$ cat src/rtl/next_hotkey_decoder.sv
// next_hotkey_decoder
//
// Watches the keyboard event stream. It recognises a held modifier chord
// followed by a key press and turns it into hotkey commands with
// auto-repeat. While the chord is held, normal keys are kept away from the
// NeXT host.
//
// Keycode format: [6:0] key code (0 = no key), [7] release flag,
// [14:8] modifier bitmap, [15] normal-key flag.
//
// Ports:
//   clk27          in   FPGA clock, the only clock of the block
//   reset          in   asynchronous, active-high reset
//   keycode_in     in   16-bit keyboard event
//   keycode_valid  in   one-cycle strobe qualifying keycode_in
//   cmd_code       out  key code of the hotkey command (held between strobes)
//   cmd_valid      out  one-cycle command strobe
//   cmd_repeat     out  0 = initial press, 1 = auto-repeat (valid with cmd_valid)
//   hotkey_active  out  high whenever the FSM is not IDLE
//   kb_forward_en  out  drives enable_next_keyboard; high only in IDLE
//   state_dbg      out  raw FSM state for debug/observation
//
// Handshake: keycode_valid is a plain strobe with no back-pressure; every
// strobe is consumed in the cycle it is asserted, including back-to-back
// strobes. cmd_valid is likewise a one-cycle strobe with no ready.

module next_hotkey_decoder #(
    parameter logic [6:0] HOTKEY_MODS   = 7'b0011000,
    parameter int         REPEAT_DELAY  = 13500000,
    parameter int         REPEAT_PERIOD = 2700000,
    parameter int         CNT_W         = 24
) (
    input  logic        clk27,
    input  logic        reset,
    input  logic [15:0] keycode_in,
    input  logic        keycode_valid,
    output logic [6:0]  cmd_code,
    output logic        cmd_valid,
    output logic        cmd_repeat,
    output logic        hotkey_active,
    output logic        kb_forward_en,
    output logic [1:0]  state_dbg
);

    typedef enum logic [1:0] {
        ST_IDLE  = 2'd0,
        ST_ARMED = 2'd1,
        ST_HELD  = 2'd2
    } state_t;

    // The counter is loaded with the full delay/period rather than one less:
    // the repeat is detected in the cnt==0 cycle and then spends one more
    // cycle in the output register, which yields a first repeat
    // REPEAT_DELAY+1 cycles after the initial strobe and REPEAT_PERIOD+1
    // cycles between later repeats.
    localparam logic [CNT_W-1:0] DELAY_LOAD  = CNT_W'(REPEAT_DELAY);
    localparam logic [CNT_W-1:0] PERIOD_LOAD = CNT_W'(REPEAT_PERIOD);
    localparam logic [CNT_W-1:0] CNT_ONE     = CNT_W'(1);

    state_t           state_q, state_d;
    logic [6:0]       held_key_q, held_key_d;
    logic [CNT_W-1:0] cnt_q, cnt_d;
    logic             cmd_valid_q, cmd_valid_d;
    logic [6:0]       cmd_code_q, cmd_code_d;
    logic             cmd_repeat_q, cmd_repeat_d;

    // Event decode
    logic       match;
    logic       key_down;
    logic       key_up;
    logic [6:0] ev_key;

    assign ev_key   = keycode_in[6:0];
    assign match    = ((keycode_in[14:8] & HOTKEY_MODS) == HOTKEY_MODS);
    assign key_down = keycode_in[15] && !keycode_in[7] && (ev_key != 7'd0);
    assign key_up   = keycode_in[15] && keycode_in[7];

    always_ff @(posedge clk27 or posedge reset) begin
        if (reset) begin
            state_q      <= ST_IDLE;
            held_key_q   <= 7'd0;
            cnt_q        <= '0;
            cmd_valid_q  <= 1'b0;
            cmd_code_q   <= 7'd0;
            cmd_repeat_q <= 1'b0;
        end else begin
            state_q      <= state_d;
            held_key_q   <= held_key_d;
            cnt_q        <= cnt_d;
            cmd_valid_q  <= cmd_valid_d;
            cmd_code_q   <= cmd_code_d;
            cmd_repeat_q <= cmd_repeat_d;
        end
    end

    always_comb begin
        state_d      = state_q;
        held_key_d   = held_key_q;
        cnt_d        = cnt_q;
        cmd_valid_d  = 1'b0;
        cmd_code_d   = cmd_code_q;
        cmd_repeat_d = cmd_repeat_q;

        unique case (state_q)
            ST_IDLE: begin
                // The arming event is never turned into a command.
                if (keycode_valid && match) begin
                    state_d = ST_ARMED;
                end
            end

            ST_ARMED: begin
                if (keycode_valid) begin
                    if (!match) begin
                        state_d = ST_IDLE;
                    end else if (key_down) begin
                        cmd_valid_d  = 1'b1;
                        cmd_code_d   = ev_key;
                        cmd_repeat_d = 1'b0;
                        held_key_d   = ev_key;
                        cnt_d        = DELAY_LOAD;
                        state_d      = ST_HELD;
                    end
                end
            end

            ST_HELD: begin
                if (keycode_valid) begin
                    // Events take priority over a due repeat; cnt is frozen
                    // unless a new key restarts it.
                    if (!match) begin
                        state_d = ST_IDLE;
                    end else if (key_up && (ev_key == held_key_q)) begin
                        state_d = ST_ARMED;
                    end else if (key_down && (ev_key != held_key_q)) begin
                        cmd_valid_d  = 1'b1;
                        cmd_code_d   = ev_key;
                        cmd_repeat_d = 1'b0;
                        held_key_d   = ev_key;
                        cnt_d        = DELAY_LOAD;
                    end
                end else if (cnt_q == '0) begin
                    cmd_valid_d  = 1'b1;
                    cmd_code_d   = held_key_q;
                    cmd_repeat_d = 1'b1;
                    cnt_d        = PERIOD_LOAD;
                end else begin
                    cnt_d = cnt_q - CNT_ONE;
                end
            end

            default: begin
                state_d = ST_IDLE;
            end
        endcase
    end

    assign cmd_valid     = cmd_valid_q;
    assign cmd_code      = cmd_code_q;
    assign cmd_repeat    = cmd_repeat_q;
    assign hotkey_active = (state_q != ST_IDLE);
    assign kb_forward_en = (state_q == ST_IDLE);
    assign state_dbg     = state_q;

endmodule

$ cat config.mk
export PLATFORM = sky130hd
export DESIGN_NAME = next_hotkey_decoder
export DESIGN_NICKNAME = d
export VERILOG_FILES = /design/src/rtl/next_hotkey_decoder.sv
export SDC_FILE = /design/constraint.sdc
export NUM_CORES = 1
export LEC_CHECK = 0
export ABC_CLOCK_PERIOD_IN_PS = 5900
export CORE_ASPECT_RATIO = 1.4
export CORE_UTILIZATION = 35
export CTS_BUF_LIST = sky130_fd_sc_hd__clkbuf_4 sky130_fd_sc_hd__clkbuf_8 sky130_fd_sc_hd__clkbuf_16
export DETAILED_ROUTE_END_ITERATION = 8
export GPL_ROUTABILITY_DRIVEN = 0
export PLACE_DENSITY = 0.56
export RECOVER_POWER = 25
export SETUP_SLACK_MARGIN = 0.5
export SLEW_MARGIN = 0
export SYNTH_ARGS = -nofsm -noshare
export SYNTH_HDL_FRONTEND = slang
export SYNTH_SLANG_ARGS = --single-unit
$ cat constraint.sdc
create_clock -name clk27 -period 5.9 [get_ports clk27]
set_input_delay 0.59 -clock clk27 [delete_from_list [all_inputs] [get_ports clk27]]
set_output_delay 0.59 -clock clk27 [all_outputs]
set_load 0.01 [all_outputs]
==> results.md <==
- For this run, the slowest stage of the critical path takes 0.80 ns.
- The largest area contributor in the netlist is sky130_fd_sc_hd__dfrtp_1.
- The vias after detailed routing is 2245.
- Wires add up to 6630 um.
- Across the VDD grid, the largest voltage drop is 0.000223 V.
- After detailed routing, the average wire length per cell comes to 16.7 um.
- The worst path needs 3.27 ns of the cycle, external delays included.
- In this run the worst path has a maximum fanout of 19.
- The critical path start-end classification is primary input to register.
- In the global route stage, overall resource usage came out at 18.9%.
- In this run the standard cell core region covers 7120 um^2.
- In this run the tool buffered the top-level ports with 26 buffer cells.
- The endpoint type of the worst setup path is a register.
- In this run the vertical extent of the chip is 104 um.
- Buffers inserted during clock tree synthesis total 5.
- By area the synthesized netlist is led by sky130_fd_sc_hd__dfrtp_1, sky130_fd_sc_hd__mux2_2, sky130_fd_sc_hd__nand2_1.
- The detailed-routing iteration count for the pre-antenna-repair pass is 4.
- The row count is 36.
- Based on the critical path, the design can be clocked at up to 0.306 GHz.
- The number of H-tree branching levels is 2.
- Cells with a size suffix above 1 make up 13.9% of the layout.
- The layout has 758 filler cells.
- For this run, the post-layout net count is 328.
- The count of endpoints failing hold in the final timing report is 0.
- The final clock skew is 0.00770 ns.
- Counting every net in the synthesized netlist gives 300.
- The synthesized design devotes to its leading area cell type 40.2% of total area.
- The signal on the critical path passes through clkdlybuf4s50_1 > nand3_1 > a211o_1 > mux2i_2 > o31a_2 > mux2_2.
- In this run the cell area of the synthesized design comes to 2620 um^2.
- A synthesized cell averages 9.51 um^2.
- The effective utilization at floorplan is 36.8%.
- STA puts the critical path data required time at 6.08 ns.
- The slowest cell on the critical path is sky130_fd_sc_hd__mux2i_2.
- The sum of buffers and inverters on the critical path is 1.
- The longest clock path from root to sink contains 2 buffers.
- In this run the count of I/O pins placed on the die edge is 32.
- For met1 alone, demand over resource in global routing was 23.9%.
- The cell sitting at the root of the clock tree is a sky130_fd_sc_hd__clkbuf_8.
- The number of synthesis warnings is 0.
- The area growth from synthesis to layout is 16.3%.
- The post-detailed-placement half-perimeter wirelength is 4620 um.
- The startpoint kind of the worst setup timing path is a primary input.
- The final setup violation count is 0.
- In this run the tightest slew margin relative to its limit is -58.6%.
- The sequential element share of the synthesized area is 40.2%.
- The antenna diode count is 0.
- Setup repair after global routing left no endpoint under its margin.
- The clock edge transition at the registers on the reported setup and hold paths is 0.09 ns.
- Leaving out fill and tap cells, the most frequent cell in the layout is sky130_fd_sc_hd__dfrtp_1.
- The final-report max-slew violation count is 43.
- Max-cap violations in this run came to 1.
- The initial antenna violation count came to 0.
- The iteration-0 DRC count of the detailed router is 134.
- The number of distinct library cell variants in the gate-level netlist after synthesis is 55.
- The sequential cell area is 1050 um^2.
- The detail-routed via count per cell is 5.64.
- The sum of negative setup slack is 0 ns.
- The via count of the first global-routing pass was 2184.
- The post-detailed-route DRC marker count is 0.
- Global routing finished with a remaining overflow of 0.
- Summed over all cells, the static leakage comes to 1.19 nW.
- The first-pass GRT wire length is 11100 um.
- Global routing used 2.81% of the available met3 tracks.
- The count of antenna-violating nets left after detailed routing is 0.
- The pin slew with the least headroom to its limit is 2.38 ns.
- Data on the critical path arrives at its endpoint at 3.45 ns.
- The post-route fraction of the period consumed by the critical path is 55.4%.
- The standard cell area after detailed placement is 2970 um^2.
- The final reports fail on capacitance limit, slew limit.
- The share of synthesized registers carrying an async set or reset is 100%.
- The kind of cell with the highest combined delay along the critical path is multiplexers.
- The flow ran to the end, but the final reports show violations.
- The met2 track utilization from global routing is 31.3%.
- The number of hold buffers added after CTS was 0.
- The gate count of the mapped netlist is 275.
- The clock tree from TritonCTS is yes.
- The number of enable flip-flop cells after synthesis is 0.
- The combined area of the multi-input logic cells is 1460 um^2.
- Leaving out fill and tap cells, the most frequent cells in the layout are sky130_fd_sc_hd__dfrtp_1, sky130_fd_sc_hd__nand2_1, sky130_fd_sc_hd__clkdlybuf4s50_1.
- The die covers 7830 um^2.
- The pin count of the biggest net entering global routing is 43.
- The buffer count from post-CTS setup fixing is 0.
- The total non-filler cell area in the finished layout is 3040 um^2.
- Clock tree synthesis found a total of 42 sinks.
- The tightest min-delay check is of the register to register type.
- The die is 75.1 um wide.
- The power density normalized to cell area is 377 nW/um^2.
- At the later pin of the worst-skew pair, clock insertion delay measures 0.30 ns.
- The flip-flop and latch count after synthesis is 42.
- After clock tree synthesis, the repair step resized 0 gates.
- In this run the most used layer during global routing was met2.
- The most used flip-flop cell after synthesis is sky130_fd_sc_hd__dfrtp_1.
-- cell families (layout without fill, tap and decap cells) --
family	after synthesis	after routing	share of synthesized area [%]
buffers and inverters	21	49	4.11
AO/OA/AOI/OAI	67	67	17.8
multiplexers	20	20	8.75
XOR/XNOR	7	7	2.34
adder cells (fa/ha/maj)	6	6	2.87
AND/OR/NAND/NOR	112	112	23.9
flip-flops	42	42	40.2
-- worst paths after layout --
check                              end  slack (ns)  cells past startpoint          start
max                        cmd_code[2]        2.63                      6  keycode_valid
min                          cnt_q[17]        0.50                      1      cnt_q[17]
max reg2reg                cmd_code[2]        3.07                      6   state_dbg[0]
min reg2reg                  cnt_q[17]        0.50                      1      cnt_q[17]
max in group asynchronous    cnt_q[10]        2.94                      3          reset
min in group asynchronous  cmd_code[2]        1.61                      3          reset
-- routing by layer --
layer	wire (um)	part of all wire, %
met1	2850	43
met2	3480	53
met3	174	2.6
met4	127	1.9
met5	0	0
-- stage by stage --
| stage | setup slack, ns | total power, mW | cells | utilization (%) | hold slack [ns] |
|---|---|---|---|---|---|
| final | 2.63 | 1.15 | 398 | 42.7 | 0.502 |
| after global routing | 2.38 | 1.23 | 398 | 42.7 | 0.526 |
| after CTS | 2.61 | 1.16 | 398 | 42.8 | 0.504 |
| after detailed placement | 2.28 | 0.973 | 391 | 41.7 | 0.491 |
| after global placement | 2.30 | 0.965 | 391 | 41.7 | 0.489 |
| after floorplan | 3.74 | 0.792 | 275 | - | 0.467 |
-- sequential cells by signal, summed over array words and instances, names as in the netlist --
name        flops
cnt_q          24
cmd_repeat      1
state_dbg       2
cmd_code        7
held_key_q      7
cmd_valid       1
-- area by class of cell --
class | count | area share [%]
timing repair buffer | 31 | 9.67
multi-input combinational | 212 | 47.9
clock buffer | 5 | 2.26
tap | 95 | 3.91
inverter | 11 | 1.36
clock inverter | 2 | 0.329
sequential | 42 | 34.6
-- report_power, final --
part | total [mW] | leakage, nW | switching, mW | internal [mW]
combinational | 0.490 | 0.655 | 0.249 | 0.241
clock | 0.185 | 0.0438 | 0.105 | 0.0797
sequential | 0.473 | 0.496 | 0.0930 | 0.380
total | 1.15 | 1.19 | 0.447 | 0.700
-- worst reg2reg max path, delay by kind of cell (launching register included) --
| kind | cells | cell delay [ns] |
|---|---|---|
| AOI/OAI and AO/OA | 1 | 0.55 |
| DFF | 1 | 0.42 |
| muxes | 2 | 1.19 |
| adders and majority gates | 1 | 0.32 |
| buffers and inverters | 2 | 0.25 |
-- cell usage after synthesis (5+ instances only) --
cell,count
sky130_fd_sc_hd__ha_1,6
sky130_fd_sc_hd__a31oi_1,5
sky130_fd_sc_hd__nor3_1,10
sky130_fd_sc_hd__a21oi_1,17
sky130_fd_sc_hd__nand2_1,33
sky130_fd_sc_hd__o21ai_0,6
sky130_fd_sc_hd__nor2_1,18
sky130_fd_sc_hd__or4_1,5
sky130_fd_sc_hd__nor4_1,6
sky130_fd_sc_hd__inv_1,11
sky130_fd_sc_hd__dfrtp_1,42
sky130_fd_sc_hd__xor2_1,7
sky130_fd_sc_hd__mux2_2,17
sky130_fd_sc_hd__o31ai_1,9
sky130_fd_sc_hd__nand3_1,12
Power figures use the tool's default switching activity.
